[src/rtl/press_counter_ctrl.sv]
// Up/down press counter: single press steps once, a held button auto-repeats after a hold delay.
// One shared timer serves both the hold delay and the repeat interval.
module press_counter_ctrl #(
  parameter int unsigned WIDTH         = 8,
  parameter int unsigned HOLD_CYCLES   = 25000000,
  parameter int unsigned REPEAT_CYCLES = 5000000,
  parameter int unsigned SATURATE      = 0
) (
  input  logic             clk,
  input  logic             rst,
  input  logic             up_state,
  input  logic             up_down,
  input  logic             dn_state,
  input  logic             dn_down,
  output logic [WIDTH-1:0] count,
  output logic             step,
  output logic             wrapped
);

  localparam int unsigned MaxCycles = (HOLD_CYCLES > REPEAT_CYCLES) ? HOLD_CYCLES : REPEAT_CYCLES;
  localparam int unsigned TimerW    = $clog2(MaxCycles);
  localparam logic [TimerW-1:0] HoldLast   = TimerW'(HOLD_CYCLES - 1);
  localparam logic [TimerW-1:0] RepeatLast = TimerW'(REPEAT_CYCLES - 1);
  localparam bit Saturate = (SATURATE != 0);

  typedef enum logic [1:0] {StIdle, StHold, StRepeat} state_e;
  typedef enum logic {DirUp, DirDn} dir_e;

  state_e            state_q, state_d;
  dir_e              dir_q, dir_d;
  logic [TimerW-1:0] timer_q, timer_d;
  logic [WIDTH-1:0]  count_q, count_d;
  logic              step_q, step_d;
  logic              wrapped_q, wrapped_d;

  logic apply;
  dir_e apply_dir;
  logic active_held;
  logic opp_down;

  always_comb begin
    active_held = (dir_q == DirUp) ? up_state : dn_state;
    opp_down    = (dir_q == DirUp) ? dn_down : up_down;
  end

  always_comb begin
    state_d   = state_q;
    dir_d     = dir_q;
    timer_d   = timer_q;
    apply     = 1'b0;
    apply_dir = dir_q;
    unique case (state_q)
      StIdle: begin
        timer_d = '0;
        // Simultaneous presses are ambiguous and therefore ignored.
        if (up_down && !dn_down) begin
          apply     = 1'b1;
          apply_dir = DirUp;
          dir_d     = DirUp;
          state_d   = StHold;
        end else if (dn_down && !up_down) begin
          apply     = 1'b1;
          apply_dir = DirDn;
          dir_d     = DirDn;
          state_d   = StHold;
        end
      end
      StHold, StRepeat: begin
        if (!active_held || opp_down) begin
          state_d = StIdle;
          timer_d = '0;
        end else if (state_q == StHold && timer_q == HoldLast) begin
          apply   = 1'b1;
          state_d = StRepeat;
          timer_d = '0;
        end else if (state_q == StRepeat && timer_q == RepeatLast) begin
          apply   = 1'b1;
          timer_d = '0;
        end else begin
          timer_d = timer_q + TimerW'(1);
        end
      end
      default: begin
        state_d = StIdle;
        timer_d = '0;
      end
    endcase
  end

  // A step at the range limit either wraps or, when saturating, is dropped silently.
  always_comb begin
    count_d   = count_q;
    step_d    = 1'b0;
    wrapped_d = 1'b0;
    if (apply) begin
      if (apply_dir == DirUp) begin
        if (count_q != '1) begin
          count_d = count_q + WIDTH'(1);
          step_d  = 1'b1;
        end else if (!Saturate) begin
          count_d   = '0;
          step_d    = 1'b1;
          wrapped_d = 1'b1;
        end
      end else begin
        if (count_q != '0) begin
          count_d = count_q - WIDTH'(1);
          step_d  = 1'b1;
        end else if (!Saturate) begin
          count_d   = '1;
          step_d    = 1'b1;
          wrapped_d = 1'b1;
        end
      end
    end
  end

  always_ff @(posedge clk) begin
    if (rst) begin
      state_q   <= StIdle;
      dir_q     <= DirUp;
      timer_q   <= '0;
      count_q   <= '0;
      step_q    <= 1'b0;
      wrapped_q <= 1'b0;
    end else begin
      state_q   <= state_d;
      dir_q     <= dir_d;
      timer_q   <= timer_d;
      count_q   <= count_d;
      step_q    <= step_d;
      wrapped_q <= wrapped_d;
    end
  end

  assign count   = count_q;
  assign step    = step_q;
  assign wrapped = wrapped_q;

endmodule
[config.mk]
export PLATFORM = sky130hd
export DESIGN_NAME = press_counter_ctrl
export DESIGN_NICKNAME = d
export VERILOG_FILES = /design/src/rtl/press_counter_ctrl.sv
export SDC_FILE = /design/constraint.sdc
export NUM_CORES = 1
export LEC_CHECK = 0
export BUFFER_PORTS_ARGS = -buffer_cell sky130_fd_sc_hd__buf_2
export CAP_MARGIN = 0
export CORE_MARGIN = 2
export CORE_UTILIZATION = 55
export CTS_CLUSTER_SIZE = 12
export DETAILED_ROUTE_END_ITERATION = 10
export PLACE_DENSITY = 0.74
export SETUP_SLACK_MARGIN = 0.02
export SYNTH_ARGS = -nofsm -noshare
export SYNTH_HDL_FRONTEND = slang
export SYNTH_SLANG_ARGS = --single-unit
[constraint.sdc]
create_clock -name clk -period 4.2 [get_ports clk]
set_input_delay 0.84 -clock clk [delete_from_list [all_inputs] [get_ports clk]]
set_output_delay 0.84 -clock clk [all_outputs]
set_load 0.02 [all_outputs]
==> results.yml <==
worst_hold_path:
  hold_path.class: "flop to flop"
setup_path:
  cp_top_family: "compound AO/OA/AOI/OAI gates"
  cp_slowest_stage_delay_ns: 0.62
  cp_slowest_cell: "a2111oi_4"
  r2r.worst_path.cells: 7
  r2r_slack_ns: 1.73
  crit_required_ns: 4.36
  r2r-start: "state_q[1]"
  r2r-end: "count[1]"
  crit_path_start_kind: "flop"
  worstSetupPathType: "flop to flop"
  crit_start: "state_q[1]"
  path_cells: "inv_1, ha_1, nor4bb_1, a41oi_1, a2111oi_4, or2_1, a211oi_1"
  path_depth: 7
  end_kind: "flop"
  cp_num_buf_inv: 1
  arrival_ns: 2.64
  crit_end: "count[1]"
  critPathMaxFanout: 10
floorplanning:
  dieHeight_microns: 66.8
  die_w_microns: 66.8
  core_sq_um: 3720
  start_util: 0.584
  dieArea_sq_um: 4460
  pin_count: 16
  row_count: 22
drt:
  wl_per_cell_microns: 13.9
  dr_total_vias: 1812
  first_pass_iters: 4
  wl_mm: 4.39
  antenna_left: 0
  initialDrtViolationCount: 123
  post_drt_via_cell_ratio: 5.73
  drc_errors: 0
synth:
  yosys.area_share.adder: 0.0577
  ys_ff_latch: 38
  yosysSeqAreaShare: 0.351
  synth_compound_area_frac: 0.148
  synth_ff_type: "dfxtp_1"
  avgSynthCellArea_sq_um: 8.51
  yosysMostFrequentCell: "dfxtp_1"
  yosys_warnings: 0
  synthCells: 255
  synth_top_family_by_area: "simple AND/OR/NAND/NOR gates"
  synthTopCellsByArea: "dfxtp_1 (35%), xor2_1 (6.5%), nor2_1 (6.4%)"
  yosys.area_share.simple: 0.303
  synth_top_area_cell: "dfxtp_1"
  ys_types: 47
  async_reset_ff_frac: 0
  syn-num-nets: 271
  yosys.area.top_type_share: 0.351
  syn_area_sq_um: 2170
  synth.area.mux_share: 0.00519
  synth_common_cells: "dfxtp_1 (38), nor2_1 (37), inv_1 (16), nand2_1 (16), xor2_1 (16)"
  synth_xor_area_frac: 0.0928
  synth_edf_count: 0
place:
  dp_hpwl_mm: 3.14
  io_buffers: 15
  gp_congestion: 0.859
global_routing:
  grt_max_degree: 26
  grt_pass1_wl_mm: 7.28
  grtUsageTotal: 0.217
  antenna_found_initial: 0
  overflow: 0
  grt_pass1_vias: 1593
timing:
  hold_violations: 0
  fin_worst_skew_ns: 0.00742
  fin_crit_ns: 2.47
  whs_ns: 0.475
  setup-tns-final_ns: 0
  fin_crit_sh: 0.589
  max_freq_mhz: 404
  setup-violations-final: 0
  worst_pin_slew_ns: 0.874
  drv_slew: 0
  slew-limit-headroom: 0.417
  rsz0062_at_grt: "false"
pwr:
  p_per_area_nw_per_um2: 386
  leakage_uw: 0.000843
  vdd_drop_max_mv: 0.303
cts:
  cts_tree: "built"
  cts_buffer_depth: 2
  ctsResizeCount: 0
  cts.hold.buffers_added: 0
  cts_buffers: 5
  root_buffer: "clkbuf_8"
  clkSinkCount: 38
  clock_latency_ns: 0.29
  htree_levels: 2
  clkTransAtPathRegs_ns: 0.08
  postCtsSetupBuffers: 0
layout:
  drive_above_1_share: 0.127
  fillers: 334
  area_growth_syn_to_layout_pct: 8.54
  fin_nets: 285
  fin_util: 0.634
  diodes: 0
status:
  status: "completed"
run:
  drv_cap: 0
worst min path at each step:
| stage | from | to | slack (ns) | cells after the start |
|---|---|---|---|---|
| after floorplan | timer_q[0] | timer_q[0] | 0.43 | 1 |
| after global placement | timer_q[0] | timer_q[0] | 0.45 | 1 |
| after global routing | timer_q[0] | timer_q[0] | 0.49 | 1 |
| after detailed placement | timer_q[0] | timer_q[0] | 0.46 | 1 |
| final | timer_q[0] | timer_q[0] | 0.47 | 1 |
| after CTS | timer_q[0] | timer_q[0] | 0.47 | 1 |
power by group:
group          internal (uW)  switching [uW]  total [uW]
clock network            127             126         253
logic                   92.9             146         239
registers                381            35.6         417
area by class of cell:
class | count | area (sq um) | share of cell area
Multi-Input combinational cell | 193 | 1320 | 0.559
Timing Repair Buffer | 15 | 75.1 | 0.0319
Sequential cell | 38 | 761 | 0.323
Clock buffer | 6 | 82.6 | 0.0351
Tap cell | 48 | 60.1 | 0.0255
Inverter | 16 | 60.1 | 0.0255
cells in the final DEF (no fill, tap or decap), types with 6 or more instances in the layout:
master,Yosys,layout
buf_2,2,15
ha_1,10,10
xor2_1,16,16
nand3_1,11,11
dfxtp_1,38,38
nor3_1,8,8
and2_1,6,6
clkbuf_8,0,6
nand4_1,13,13
nor2_1,37,37
a21oi_1,11,11
xnor2_1,7,7
inv_1,16,16
nand2_1,16,16
sequential cells by signal, summed over array words and instances (netlist names):
signal / flops
count: 8
step: 1
timer_q: 25
wrapped: 1
dir_q: 1
state_q: 2
stage by stage:
stage	power, uW	worst slack, ns	instance area [sq um]	cells
CTS	911	1.76	2350	316
floorplan	604	1.94	2170	255
global placement	661	1.66	2270	310
detailed placement	662	1.54	2270	310
finish	909	1.73	2350	316
global route	960	1.53	2350	316
logic make-up after synthesis:
| family | after synthesis |
|---|---|
| buffers and inverters | 24 |
| AND/OR/NAND/NOR | 118 |
| flip-flops | 38 |
| AO/OA/AOI/OAI | 41 |
| adder cells (fa/ha/maj) | 10 |
| XOR/XNOR | 23 |
| multiplexers | 1 |
metal layers:
layer,vias up,share of wire,wire length [microns],global-route usage
li1,931,-,-,-
met3,7,0.035,152,0.0405
met1,848,0.53,2340,0.310
met4,0,0.016,71,0.0842
met5,-,0,0,0
met2,26,0.41,1820,0.320
(Power assumes the default switching activity.)
